[config.mk]
export PLATFORM = sky130hd
export DESIGN_NAME = mem_req_bridge_flat
export DESIGN_NICKNAME = d
export VERILOG_FILES = /design/src/rtl/mem_bridge_pkg.sv /design/src/rtl/mem_req_bridge_if.sv /design/src/rtl/mem_req_bridge.sv /design/src/flat_wrapper.sv
export SDC_FILE = /design/constraint.sdc
export NUM_CORES = 1
export LEC_CHECK = 0
export ABC_AREA = 1
export CORE_UTILIZATION = 32
export CTS_BUF_LIST = sky130_fd_sc_hd__clkbuf_4 sky130_fd_sc_hd__clkbuf_8
export DETAILED_ROUTE_END_ITERATION = 12
export GPL_ROUTABILITY_DRIVEN = 0
export PLACE_DENSITY_LB_ADDON = 0.3
export SLEW_MARGIN = 10
export SYNTH_ARGS = -nofsm -noshare
export SYNTH_HDL_FRONTEND = slang
export SYNTH_SLANG_ARGS = --single-unit
[constraint.sdc]
create_clock -name clk -period 2.35 [get_ports clk]
set_clock_uncertainty 0.2 [all_clocks]
set_input_delay 0.47 -clock clk [delete_from_list [all_inputs] [get_ports clk]]
set_output_delay 0.47 -clock clk [all_outputs]
set_load 0.02 [all_outputs]
[src/rtl/mem_bridge_pkg.sv]
// Shared types and constants for mem_req_bridge.
//   state_e       : bridge FSM states
//   req_t         : registered copy of an accepted CPU request
//   TIMEOUT_RDATA : read data returned with a timed-out response
//   MAX_ADDR_W    : address field width of req_t; bridge ADDR_W must not exceed it
package mem_bridge_pkg;

  localparam int unsigned MAX_ADDR_W = 25;

  localparam logic [15:0] TIMEOUT_RDATA = 16'hDEAD;

  typedef enum logic [2:0] {
    StIdle,
    StIssue,
    StGuard,
    StWait,
    StResp
  } state_e;

  typedef struct packed {
    logic                  we;
    logic [MAX_ADDR_W-1:0] addr;
    logic [15:0]           wdata;
  } req_t;

endpackage

[src/rtl/mem_req_bridge_if.sv]
// Bundle of the CPU request/response port and the sdram_controller command port.
//   slave  : view taken by mem_req_bridge (accepts requests, drives controller commands)
//   master : view taken by the environment (CPU issuing requests, controller answering)
// Request side : req_valid/req_ready/req_we/req_addr/req_wdata
// Response side: rsp_valid/rsp_rdata/rsp_err, sticky timeout_err
// Controller   : ctl_wr_*/ctl_rd_* commands, ctl_rd_data/ctl_rd_ready return, ctl_busy
interface mem_req_bridge_if #(
  parameter int unsigned ADDR_W = 25
);

  logic              req_valid;
  logic              req_ready;
  logic              req_we;
  logic [ADDR_W-1:0] req_addr;
  logic [15:0]       req_wdata;

  logic              rsp_valid;
  logic [15:0]       rsp_rdata;
  logic              rsp_err;
  logic              timeout_err;

  logic [ADDR_W-1:0] ctl_wr_addr;
  logic [15:0]       ctl_wr_data;
  logic              ctl_wr_enable;
  logic [ADDR_W-1:0] ctl_rd_addr;
  logic              ctl_rd_enable;
  logic [15:0]       ctl_rd_data;
  logic              ctl_rd_ready;
  logic              ctl_busy;

  modport slave (
    input  req_valid, req_we, req_addr, req_wdata,
    input  ctl_rd_data, ctl_rd_ready, ctl_busy,
    output req_ready, rsp_valid, rsp_rdata, rsp_err, timeout_err,
    output ctl_wr_addr, ctl_wr_data, ctl_wr_enable, ctl_rd_addr, ctl_rd_enable
  );

  modport master (
    output req_valid, req_we, req_addr, req_wdata,
    output ctl_rd_data, ctl_rd_ready, ctl_busy,
    input  req_ready, rsp_valid, rsp_rdata, rsp_err, timeout_err,
    input  ctl_wr_addr, ctl_wr_data, ctl_wr_enable, ctl_rd_addr, ctl_rd_enable
  );

endinterface

[src/rtl/mem_req_bridge.sv]
// Bridge between the CPU MEMR/MEMW request port and sdram_controller.
// Takes one request at a time, issues a single read or write command, waits for
// rd_ready (reads) or busy falling (writes) and returns exactly one rsp_valid pulse.
// A timeout counter forces an error response so the CPU never hangs.
// Ports:
//   clk : clock for both the CPU and controller sides
//   rst : synchronous active-high reset; all outputs read 0 while it is high
//   bus : mem_req_bridge_if.slave (request, response and controller command signals)
// Parameters:
//   ADDR_W         : request/controller address width (<= MAX_ADDR_W)
//   TIMEOUT_CYCLES : cycles after acceptance before forced error completion (>= 4)
module mem_req_bridge
  import mem_bridge_pkg::*;
#(
  parameter int unsigned ADDR_W         = 25,
  parameter int unsigned TIMEOUT_CYCLES = 1023
) (
  input logic             clk,
  input logic             rst,
  mem_req_bridge_if.slave bus
);

  localparam int unsigned     CNT_W    = $clog2(TIMEOUT_CYCLES + 1);
  localparam logic [CNT_W-1:0] CNT_LAST = CNT_W'(TIMEOUT_CYCLES - 1);

  state_e           state_q, state_d;
  req_t             req_q, req_d;
  logic [CNT_W-1:0] cnt_q, cnt_d;
  logic [15:0]      rdata_q, rdata_d;
  logic             err_q, err_d;
  logic             timeout_err_q, timeout_err_d;

  logic active;
  logic done;
  logic timeout_hit;
  logic issue_now;

  // Completion and expiry are decided here so that completion can take priority.
  always_comb begin
    active = (state_q == StIssue) || (state_q == StGuard) || (state_q == StWait);
    done   = 1'b0;
    if (state_q == StGuard) begin
      // busy is not trusted in GUARD: the controller raises it a cycle late.
      done = !req_q.we && bus.ctl_rd_ready;
    end else if (state_q == StWait) begin
      done = req_q.we ? !bus.ctl_busy : bus.ctl_rd_ready;
    end
    timeout_hit = active && (cnt_q == CNT_LAST) && !done;
    // A command is not launched in the cycle the request is abandoned.
    issue_now   = (state_q == StIssue) && !bus.ctl_busy && !timeout_hit;
  end

  // State register.
  always_ff @(posedge clk) begin
    if (rst) begin
      state_q <= StIdle;
    end else begin
      state_q <= state_d;
    end
  end

  // Datapath registers.
  always_ff @(posedge clk) begin
    if (rst) begin
      req_q         <= '0;
      cnt_q         <= '0;
      rdata_q       <= '0;
      err_q         <= 1'b0;
      timeout_err_q <= 1'b0;
    end else begin
      req_q         <= req_d;
      cnt_q         <= cnt_d;
      rdata_q       <= rdata_d;
      err_q         <= err_d;
      timeout_err_q <= timeout_err_d;
    end
  end

  // Next-state and datapath next values.
  always_comb begin
    state_d       = state_q;
    req_d         = req_q;
    cnt_d         = cnt_q;
    rdata_d       = rdata_q;
    err_d         = err_q;
    timeout_err_d = timeout_err_q;

    if (active) begin
      cnt_d = cnt_q + CNT_W'(1);
    end

    unique case (state_q)
      StIdle: begin
        if (bus.req_valid) begin
          state_d     = StIssue;
          req_d.we    = bus.req_we;
          req_d.addr  = MAX_ADDR_W'(bus.req_addr);
          req_d.wdata = bus.req_wdata;
          cnt_d       = '0;
          rdata_d     = '0;
          err_d       = 1'b0;
        end
      end
      StIssue: begin
        if (issue_now) begin
          state_d = StGuard;
        end
      end
      StGuard: begin
        if (!done && !timeout_hit) begin
          state_d = StWait;
        end
      end
      StWait: begin
      end
      StResp: begin
        state_d = StIdle;
      end
      default: begin
        state_d = StIdle;
      end
    endcase

    if (done) begin
      state_d = StResp;
      if (!req_q.we) begin
        rdata_d = bus.ctl_rd_data;
      end
    end else if (timeout_hit) begin
      state_d       = StResp;
      rdata_d       = TIMEOUT_RDATA;
      err_d         = 1'b1;
      timeout_err_d = 1'b1;
    end
  end

  // Outputs; everything is forced low while reset is asserted.
  always_comb begin
    bus.req_ready     = 1'b0;
    bus.rsp_valid     = 1'b0;
    bus.rsp_rdata     = '0;
    bus.rsp_err       = 1'b0;
    bus.timeout_err   = 1'b0;
    bus.ctl_wr_addr   = '0;
    bus.ctl_wr_data   = '0;
    bus.ctl_wr_enable = 1'b0;
    bus.ctl_rd_addr   = '0;
    bus.ctl_rd_enable = 1'b0;
    if (!rst) begin
      bus.req_ready     = (state_q == StIdle);
      bus.rsp_valid     = (state_q == StResp);
      bus.rsp_rdata     = (state_q == StResp) ? rdata_q : '0;
      bus.rsp_err       = (state_q == StResp) && err_q;
      bus.timeout_err   = timeout_err_q;
      // Command fields only change on acceptance, so they hold in IDLE.
      bus.ctl_wr_addr   = req_q.addr[ADDR_W-1:0];
      bus.ctl_rd_addr   = req_q.addr[ADDR_W-1:0];
      bus.ctl_wr_data   = req_q.wdata;
      bus.ctl_wr_enable = issue_now && req_q.we;
      bus.ctl_rd_enable = issue_now && !req_q.we;
    end
  end

endmodule

[src/flat_wrapper.sv]
// flat-port wrapper written by rule: the top's interface ports become plain ports
module mem_req_bridge_flat import mem_bridge_pkg::*;
#(
  parameter int unsigned ADDR_W         = 25,
  parameter int unsigned TIMEOUT_CYCLES = 1023
)
  (clk, rst, bus_req_valid, bus_req_we, bus_req_addr, bus_req_wdata, bus_ctl_rd_data, bus_ctl_rd_ready, bus_ctl_busy, bus_req_ready, bus_rsp_valid, bus_rsp_rdata, bus_rsp_err, bus_timeout_err, bus_ctl_wr_addr, bus_ctl_wr_data, bus_ctl_wr_enable, bus_ctl_rd_addr, bus_ctl_rd_enable);
  mem_req_bridge_if #(.ADDR_W(ADDR_W)) bus_i ();
  input logic clk;
  input logic rst;
  input wire logic [$bits(bus_i.req_valid)-1:0] bus_req_valid;
  input wire logic [$bits(bus_i.req_we)-1:0] bus_req_we;
  input wire logic [$bits(bus_i.req_addr)-1:0] bus_req_addr;
  input wire logic [$bits(bus_i.req_wdata)-1:0] bus_req_wdata;
  input wire logic [$bits(bus_i.ctl_rd_data)-1:0] bus_ctl_rd_data;
  input wire logic [$bits(bus_i.ctl_rd_ready)-1:0] bus_ctl_rd_ready;
  input wire logic [$bits(bus_i.ctl_busy)-1:0] bus_ctl_busy;
  output wire logic [$bits(bus_i.req_ready)-1:0] bus_req_ready;
  output wire logic [$bits(bus_i.rsp_valid)-1:0] bus_rsp_valid;
  output wire logic [$bits(bus_i.rsp_rdata)-1:0] bus_rsp_rdata;
  output wire logic [$bits(bus_i.rsp_err)-1:0] bus_rsp_err;
  output wire logic [$bits(bus_i.timeout_err)-1:0] bus_timeout_err;
  output wire logic [$bits(bus_i.ctl_wr_addr)-1:0] bus_ctl_wr_addr;
  output wire logic [$bits(bus_i.ctl_wr_data)-1:0] bus_ctl_wr_data;
  output wire logic [$bits(bus_i.ctl_wr_enable)-1:0] bus_ctl_wr_enable;
  output wire logic [$bits(bus_i.ctl_rd_addr)-1:0] bus_ctl_rd_addr;
  output wire logic [$bits(bus_i.ctl_rd_enable)-1:0] bus_ctl_rd_enable;
  assign bus_i.req_valid = bus_req_valid;
  assign bus_i.req_we = bus_req_we;
  assign bus_i.req_addr = bus_req_addr;
  assign bus_i.req_wdata = bus_req_wdata;
  assign bus_i.ctl_rd_data = bus_ctl_rd_data;
  assign bus_i.ctl_rd_ready = bus_ctl_rd_ready;
  assign bus_i.ctl_busy = bus_ctl_busy;
  assign bus_req_ready = bus_i.req_ready;
  assign bus_rsp_valid = bus_i.rsp_valid;
  assign bus_rsp_rdata = bus_i.rsp_rdata;
  assign bus_rsp_err = bus_i.rsp_err;
  assign bus_timeout_err = bus_i.timeout_err;
  assign bus_ctl_wr_addr = bus_i.ctl_wr_addr;
  assign bus_ctl_wr_data = bus_i.ctl_wr_data;
  assign bus_ctl_wr_enable = bus_i.ctl_wr_enable;
  assign bus_ctl_rd_addr = bus_i.ctl_rd_addr;
  assign bus_ctl_rd_enable = bus_i.ctl_rd_enable;
  mem_req_bridge #(.ADDR_W(ADDR_W), .TIMEOUT_CYCLES(TIMEOUT_CYCLES)) u_core (.clk(clk), .rst(rst), .bus(bus_i));
endmodule
==> results of run 1 <==
[registers in the layout, summed over array words and instances (netlist names)]
register	count
u_core.cnt_q	10
u_core.req_q	42
u_core.state_q	3
u_core.rdata_q	16
u_core.timeout_err_q	1
u_core.err_q	1
[power breakdown]
part	switching (mW)	internal, mW
Sequential	0.104	1.54
Combinational	1.07	0.791
Clock	0.467	0.495
[per-stage QoR]
| stage | area (sq um) | setup TNS (ps) | setup WS [ps] |
|---|---|---|---|
| floorplan | 3520 | 0 | 106 |
| global placement | 5080 | -721 | -336 |
| detailed placement | 5080 | -834 | -370 |
| CTS | 5260 | 0 | 3.07 |
| global route | 5220 | 0 | 4.37 |
| finish | 5220 | 0 | 27.5 |
[kinds of logic after synthesis]
logic type | count (synthesis)
flops | 73
fa+ha+maj | 2
simple gates | 163
buf+inv | 139
compound gates | 119
[worst min path at each step]
stage          slack (ps)                to        startpoint  cells past startpoint
6_report              250  u_core.req_q[33]  u_core.req_q[33]                      2
5_1_grt               270  u_core.req_q[33]  u_core.req_q[33]                      2
4_1_cts               250   u_core.req_q[4]   u_core.req_q[4]                      2
3_5_place_dp          240   u_core.req_q[4]   u_core.req_q[4]                      2
3_3_place_gp          240  u_core.req_q[34]  u_core.req_q[34]                      2
2_1_floorplan         230  u_core.req_q[16]  u_core.req_q[16]                      2
[timing repair]
action                                  in CTS  in global routing
pin swaps                                    0                  2
endpoints found under the setup margin      21                 30
resized for setup                           47                 36
[per-layer routing]
layer | share of wire [%] | up-vias | GRT usage (%)
met3 | 5.4 | 11 | 2.86
met5 | 0 | - | 0
met1 | 44 | 1538 | 20.3
met4 | 1.9 | 0 | 7.14
met2 | 49 | 102 | 28.1
li1 | - | 1797 | -
[layout by cell type (no fill, tap or decap), types with 3 or more instances in the layout]
cell and count:
nor2_2 3, dlymetal6s2s_1 9, clkbuf_2 16, clkdlybuf4s50_1 119
dfxtp_1 72, a211oi_2 10, clkbuf_8 9, nand2_2 4
clkinvlp_4 3, nor3_1 15, inv_2 5, nand3_1 9
o21ai_0 49, buf_4 22, a21oi_1 54, inv_1 83
nand2_1 42, nand3_2 3, buf_2 4, nor2_1 81
buf_12 3
[area by class of cell]
type                       count  area share [%]
clock buffer                  10            2.52
clock inverter                 5            1.10
inverter                      88            6.33
multi-input combinational    284            27.3
sequential                    73            28.0
tap                          136            3.26
timing repair buffer         174            31.4
[worst max-delay path, stage by stage]
cell and delay [ps]:
buf_2 130, buf_4 220, nor2_1 200, clkdlybuf4s50_1 640
==> results by group, run 1 <==
Yosys
  – FFs w/ async S/R, synth: 0%
  – Cell Area, Synth: between 0.003 and 0.004 sq mm
  – Fraction of the mapped netlist area in simple logic gates: 19.7%
  – Synth Area in Adders: 0.710%
  – Yosys warnings: 0
  – Post-synth EDFFs: 0
  – Mean Syn Cell Area: 7.11 sq um
  – Synth top cells by count: inv_1 (84), nor2_1 (83), dfxtp_1 (73), a21oi_1 (54), o21ai_0 (49)
  – Top cells by area, synth: dfxtp_1 (41%), inv_1 (8.9%), nor2_1 (8.8%)
  – Area fraction of the dominant cell type after synthesis: approximately two fifths
  – Syn_nets: 561
  – Top FF cell, synth: dfxtp_1
  – XOR/XNOR Fraction of Synth Area: 0%
  – Compound-cell area share of the yosys netlist: between 10% and 20%
  – Mux cell area share after synthesis: 0%
  – Seq/Total Area, Yosys: approximately two fifths
  – Area leader, netlist: dfxtp_1
  – Unique masters post-synth: 27
  – Main combinational cell family by area after synthesis: simple AND/OR/NAND/NOR gates
  – #FFs+latches synth: 73
  – Post-Synthesis Cells: 496
  – Cell with the most instances after synthesis: inv_1

Critical path
  – Reg2reg end: u_core.rdata_q[10]
  – Worst r2r src: u_core.state_q[2]
  – Crit. Startpoint: rst
  – Crit path DAT: 1650 ps
  – Critical path class: in -> out
  – Highest net fanout along the worst path: 23
  – Crit end category: primary output
  – Crit start category: input port
  – Worst R2R Path Depth: 7
  – Worst Setup EP: bus_ctl_rd_addr[23]
  – Req. time, crit path: around 1700 ps
  – Slack of the worst reg-to-reg path: 510 ps

Hold path
  – Hold WC Path Type: reg -> reg

Finish
  – Fill count: 1039
  – Area of the multi-input gates: approximately 0.0014 sq mm
  – Ant diodes: 0
  – Area growth, synth to finish: 48.0%
  – Final core utilization: around 50%
  – Share of post-route cells with drive strength above 1: 14.4%
  – Flip-flop and latch area: 0.00146 sq mm
  – Final std cells w/o fill: 770
  – Nets: 695

Floorplan
  – Die Height: between 100 and 150 um
  – DIE AREA: 0.0114 sq mm
  – Initial Util: 33.5%
  – Die X: 107 um
  – Core area: 0.0105 sq mm
  – Cell row count: 37
  – Io pins: 151

Timing
  – Max frequency: 431 MHz
  – Final hold viol count: 0
  – Tcrit/Tclk final: 98.8%
  – # setup viols final: 0
  – Slew HR: between 70% and 80%
  – Pins Over Slew Limit: 0
  – Tightest Pin Transition: 389 ps
  – Fin crit period: 2320 ps
  – Unrepaired setup endpoints after global routing: no
  – Final hold slack: 253 ps

Flow run
  – MaxCap Viol Count: 0

Global route
  – Antenna violations before repair: 0
  – Vias in the first global route: roughly 3200
  – Gr ovfl total: 0
  – Pin count of the biggest net entering global routing: 53
  – First-pass GRT wire length: approximately 15 mm
  – Tot GR Track Use: ~16%

Route
  – Detailed-route DRC error count: 0
  – Drt first-iter violations: 134
  – Routed Antenna Nets: 0
  – DR pass1 iterations: 4
  – DR WL/cell: about 12 um
  – Detailed-route wire length: roughly 9 mm
  – Via count: 3448
  – Vias per cell: 4.48

Clock network
  – Post-CTS setup buffers: 0
  – Clk Latency, worst-skew pair: 330 ps
  – Clock sinks: 73
  – CTS H-tree lvls: 3
  – Clk root buf: clkbuf_8
  – CTS tree: done
  – Bufs on Longest Clock Path: 2
  – Clock transition at path regs: 80 ps
  – CTS Hold Bufs: 0
  – Num CTS Buffers: 9

Place
  – Port-buffer cells: 150
  – Dpl hpwl: around 7 mm
  – Inst Count DP: ~760

Run status
  – Status: completed

Pwr
  – Pwr per Cell Area: 857 mW/mm^2
  – Pleak: 2.22 nW
  – Tot Pwr: 4.47 mW
  – Maximum VDD drop: 0.367 mV
Note: power is estimated with default switching activity, not from simulation.
==> run 2, diff against run 1 <==
- CORE_ASPECT_RATIO: default -> 1.4
- CORE_UTILIZATION: 32 -> 44
- clock period: 2.35 -> 2.48 ns (I/O delays scaled with it)
==> run 2 against run 1 <==
  * Critical path depth is the same
  * Register-to-register slack gained 120 ps
  * Die area shrank 27%
  * Wire length shrank 3.3%
  * Final area shrank 3.1%
==> results by group, run 2 (synthesized netlist as in run 1, its figures left out) <==
Critical path
  – Critical path class: in -> out
  – Highest net fanout along the worst path: 59 (+160%)
  – Req. time, crit path: 1780 ps (+100 ps)
  – Crit start category: input port
  – Crit end category: primary output
  – Worst path cell trace: buf_2 -> buf_12 -> nor2_1 -> clkdlybuf4s50_1
  – CP max stage cell: clkdlybuf4s50_1
  – Crit path DAT: 1720 ps (+70 ps)
  – Slowest cell delay on critical path: 640 ps (about the same)

Finish
  – Area growth, synth to finish: 43.3%
  – Max reg flops: 42 (unchanged)
  – Top flop regs: u_core.req_q: 42 flops, u_core.rdata_q: 16 flops, u_core.cnt_q: 10 flops
  – Share of post-route cells with drive strength above 1: 11.4% (-2.9 points)
  – Most frequent cells in the layout: clkdlybuf4s50_1 (128), inv_1 (84), nor2_1 (83)
  – Final std cells w/o fill: 722 (-6.2%)
  – Commonest non-fill, non-tap cell in the layout: clkdlybuf4s50_1
  – Ant diodes: 0 (unchanged)
  – Nets: 682 (-1.9%)
  – Most flops, register: u_core.req_q
  – Fill count: 689 (-34%)
  – Fin area: 0.00505 sq mm (-3.1%)

Place
  – Placed cell area: 0.00494 sq mm (-2.8%)
  – Dpl hpwl: 6.54 mm (-5.6%)
  – Port-buffer cells: 150 (unchanged)
  – Inst Count DP: 706 (-6.5%)

Clock network
  – Clock transition at path regs: 70 ps (about the same)
  – Clock sinks: 73 (unchanged)
  – Clk root buf: clkbuf_8
  – Bufs on Longest Clock Path: 2 (unchanged)
  – CTS Hold Bufs: 0 (unchanged)
  – CTS tree: done
  – CTS H-tree lvls: 3 (unchanged)
  – Num CTS Buffers: 9 (unchanged)
  – Clk Latency, worst-skew pair: 330 ps (about the same)

Timing
  – Tightest Pin Transition: 467 ps (+77.6 ps)
  – Final hold viol count: 0 (unchanged)
  – Pins Over Slew Limit: 0 (unchanged)
  – Fin crit period: approximately 2400 ps
  – # setup viols final: 0 (unchanged)
  – Tcrit/Tclk final: between 90% and 100%
  – Max frequency: 414 MHz
  – Slew HR: 68.9% (-5.2 points)
  – Unrepaired setup endpoints after global routing: no

Floorplan
  – Cell row count: 38 (+2.7%)
  – Io pins: 151 (unchanged)
  – Die X: 77.6 um (-27%)
  – DIE AREA: 0.00838 sq mm (-27%)
  – Core area: 0.00775 sq mm (-26%)
  – Initial Util: 45.5% (+12 points)
  – Die Height: 108 um (+0.89%)

Global route
  – Pin count of the biggest net entering global routing: 60 (+13%)
  – Tot GR Track Use: 21.5% (+5.1 points)
  – First-pass GRT wire length: 14.2 mm (-4.9%)
  – Gr ovfl total: 0 (unchanged)
  – Vias in the first global route: 3153 (-1.5%)
  – Antenna violations before repair: 0 (unchanged)

Flow run
  – MaxCap Viol Count: 0 (unchanged)

Run status
  – Status: completed

Route
  – Detailed-route DRC error count: 0 (unchanged)
  – Via count: 3445 (-0.087%)
  – DR pass1 iterations: 5 (+1)
  – Detailed-route wire length: 8.97 mm (-3.3%)
  – Vias per cell: 4.77 (+6.6%)
  – DR WL/cell: 12.4 um (+3.1%)
  – Drt first-iter violations: 155 (+16%)
  – Routed Antenna Nets: 0 (unchanged)

Hold path
  – Hold WC Path Type: reg -> reg

Pwr
  – Maximum VDD drop: 0.462 mV (+26%)
  – Pwr per Cell Area: 821 mW/mm^2 (-4.2%)
  – Pleak: 2.03 nW (-8.7%)
  – Tot Pwr: 4.15 mW (-7.2%)
==> run 2: changes by cell type in the layout (fill, tap and decap cells not counted), sizes merged <==
cell and change:
dlymetal6s2s -8, clkinvlp -2, dlygate4sd2 +2, buf -17, clkdlybuf4s50 +9, clkbuf +3
clkdlybuf4s15 +2, bufinv -1
==> run 2: area by class of cell <==
class                   count  area, sq um  area share (%)
multi-input cells         284         1400            27.8
clock buffers              14          174            3.44
clock inverters             2         12.5           0.248
inverters                  88          330            6.54
well taps                 100          125            2.48
repair buffers            161         1540            30.5
flip-flops and latches     73         1460            29.0
==> run 2: timing repair <==
action	4_1_cts	5_1_grt
gates resized for setup	24	33
setup endpoints to repair	20	18
setup buffers	0	0
==> run 2: final timing paths <==
check / slack, ps / end / cells past startpoint / from
worst max-delay path: 70 / bus_ctl_wr_addr[10] / 4 / rst
worst min-delay path: 250 / u_core.req_q[2] / 2 / u_core.req_q[2]
worst max register to register: 630 / u_core.req_q[27] / 7 / u_core.state_q[1]
worst min register to register: 250 / u_core.req_q[2] / 2 / u_core.req_q[2]
==> run 2: layer usage <==
layer	share of wire, %	GRT usage, %
met1	41	23.7
met2	52	39.6
met4	2.9	11.1
met3	4.2	3.39
met5	0	0
==> run 2: critical path, delay by kind of cell <==
| kind | cells | cell delay (ps) |
|---|---|---|
| buffers and inverters | 3 | 980 |
| and+or+nand+nor | 1 | 220 |
==> run 2: stage by stage <==
step | hold WS (ps) | worst slack (ps) | utilization (%) | TNS, ps
global route | 277 | 4.63 | 65.2 | 0
global placement | 239 | -238 | 63.7 | -476
CTS | 255 | 14.6 | 65.9 | 0
finish | 253 | 65.0 | 65.2 | 0
detailed placement | 244 | -268 | 63.7 | -536
floorplan | 230 | 184 | - | 0
==> run 2: report_power, final <==
group	internal (mW)	total, mW	switching [mW]
sequential	1.46	1.58	0.118
clock	0.451	0.865	0.413
combinational	0.712	1.70	0.992
total	2.62	4.15	1.52
==> run 3, diff against run 2 <==
- CORE_MARGIN: default -> 1.5
==> run 3 against run 2 <==
  * Clock power rose by 21%
  * Flip-flop and latch count unchanged
  * Final area grew 1.2%
  * Highest routed layer unchanged
  * Largest cell class unchanged
==> results by group, run 3 (synthesized netlist as in run 1, its figures left out) <==
Run status
  – Status: completed

Place
  – Port-buffer cells: 150 (unchanged)
  – Inst Count DP: 709 (+0.42%)
  – Dpl hpwl: 6.85 mm (+4.8%)

Clock network
  – CTS Hold Bufs: 0 (unchanged)
  – CTS H-tree lvls: 3 (unchanged)
  – Post-CTS setup buffers: 0 (unchanged)
  – Num CTS Buffers: 9 (unchanged)
  – Clk Latency, worst-skew pair: 350 ps (+20 ps)
  – CTS tree: done
  – Clk root buf: clkbuf_8
  – Bufs on Longest Clock Path: 2 (unchanged)
  – Clock transition at path regs: 70 ps (about the same)
  – Clock sinks: 73 (unchanged)

Finish
  – Commonest non-fill, non-tap cell in the layout: clkdlybuf4s50_1
  – Top flop regs: u_core.req_q: 42 flops, u_core.rdata_q: 16 flops, u_core.cnt_q: 10 flops
  – Most flops, register: u_core.req_q
  – Nets: 685 (+0.44%)
  – Most frequent cells in the layout: clkdlybuf4s50_1 (128), inv_1 (84), nor2_1 (82)
  – Ant diodes: 0 (unchanged)
  – Share of post-route cells with drive strength above 1: 12.3% (+0.91 points)
  – Final core utilization: 66.0% (+0.76 points)
  – Area growth, synth to finish: 45.0%
  – Final std cells w/o fill: 725 (+0.42%)
  – Max reg flops: 42 (unchanged)

Floorplan
  – Die Height: 109 um (+0.93%)
  – Die X: 78.6 um (+1.3%)
  – Cell row count: 38 (unchanged)
  – Core area: 0.00775 sq mm (unchanged)
  – Initial Util: 45.5% (unchanged)
  – DIE AREA: 0.00856 sq mm (+2.2%)
  – Io pins: 151 (unchanged)

Global route
  – Tot GR Track Use: 21.7% (+0.19 points)
  – Gr ovfl total: 0 (unchanged)
  – Pin count of the biggest net entering global routing: 63 (+5.0%)
  – First-pass GRT wire length: 14.5 mm (+2.3%)
  – Antenna violations before repair: 0 (unchanged)
  – Vias in the first global route: 3168 (+0.48%)

Timing
  – # setup viols final: 0 (unchanged)
  – Final hold viol count: 0 (unchanged)
  – Max frequency: 422 MHz (+2.0%)
  – Fin crit period: 2370 ps (-47.8 ps)
  – Slew HR: 65.3% (-3.6 points)
  – Tcrit/Tclk final: 95.5% (-1.9 points)
  – Tightest Pin Transition: 521 ps (+53.9 ps)
  – Pins Over Slew Limit: 0 (unchanged)
  – Setup TNS Final: 0 ps (unchanged)
  – Unrepaired setup endpoints after global routing: no

Critical path
  – Highest net fanout along the worst path: 2 (-97%)
  – Crit start category: input port
  – Crit path DAT: 1670 ps (-50 ps)
  – Req. time, crit path: 1780 ps (about the same)
  – Critical path class: in -> out
  – Crit end category: primary output

Route
  – DR WL/cell: 12.9 um (+3.7%)
  – Via count: 3501 (+1.6%)
  – Routed Antenna Nets: 0 (unchanged)
  – Detailed-route DRC error count: 0 (unchanged)
  – DR pass1 iterations: 4 (-1)
  – M1 WL: 3.75 mm (+0.97%)
  – Met2 WL: 4.87 mm (+5.3%)
  – Drt first-iter violations: 146 (-5.8%)
  – Detailed-route wire length: 9.34 mm (+4.1%)
  – Vias per cell: 4.83 (+1.2%)
  – WL met3: 447 um (+19%)
  – Top Layer Used: met4

Flow run
  – MaxCap Viol Count: 0 (unchanged)

Hold path
  – Hold WC Path Type: reg -> reg

Pwr
  – Pwr per Cell Area: 853 mW/mm^2 (+3.9%)
  – Pleak: 2.06 nW (+1.6%)
  – Maximum VDD drop: 0.500 mV (+8.3%)
## run 3: cell count changes in the layout (fill, tap and decap cells not counted)
cell	before	now
nor2_1	83	82
clkinv_2	1	2
clkbuf_4	3	0
nor2_2	2	3
dfxtp_2	2	4
clkdlybuf4s15_2	2	0
clkdlybuf4s15_1	0	1
buf_4	8	11
dfxtp_1	71	69
buf_2	1	3
bufinv_16	0	2
dlygate4sd2_1	3	2
## run 3: worst paths after layout
check | start | endpoint | slack, ps | depth (start not counted)
max | bus_ctl_rd_ready | bus_ctl_rd_enable | 110 | 8
min | u_core.req_q[1] | u_core.req_q[1] | 250 | 2
max reg2reg | u_core.state_q[1] | u_core.req_q[2] | 630 | 7
min reg2reg | u_core.req_q[1] | u_core.req_q[1] | 250 | 2
## run 3: power breakdown
part / total, mW / switching, mW / leakage (nW) / internal, mW
Sequential: 1.57 / 0.108 / 0.601 / 1.46
Combinational: 1.74 / 1.02 / 1.34 / 0.720
Clock: 1.05 / 0.435 / 0.115 / 0.618
Total: 4.36 / 1.56 / 2.06 / 2.80
## run 3: worst max-delay path, stage by stage
cell and delay [ps]:
clkdlybuf4s50_1 450, nor2_1 60, nor2_4 120, nand2_2 60
nand2_1 80, nand3_1 110, nor2_1 110, buf_2 180
## run 3: what timing repair did
action,4_1_cts,5_1_grt
gates resized for setup,25,38
hold endpoints to repair,0,0
setup endpoints to repair,20,19
## run 3: layout make-up
class,count,area (sq um)
clock buffers,11,151
clock inverters,5,77.6
fillers,688,2640
inverters,88,330
multi-input cells,284,1410
flip-flops and latches,73,1470
well taps,100,125
repair buffers,164,1550
## run 3: stage by stage
step                      instance area (sq um)  setup slack [ps]  power (mW)  hold WS [ps]
after floorplan                            3520               184        2.75           230
after global placement                     4960              -327        3.28           239
after detailed placement                   4960              -345        3.33           245
after CTS                                  5170              6.56        4.39           256
after global routing                       5110              22.3        4.64           275
final                                      5110               113        4.36           253
## run 3: metal layers
| layer | GRT usage, % | vias to the layer above |
|---|---|---|
| li1 | - | 1777 |
| met1 | 24.3 | 1584 |
| met2 | 39.0 | 120 |
| met3 | 4.52 | 20 |
| met4 | 10.2 | 0 |
| met5 | 0 | - |
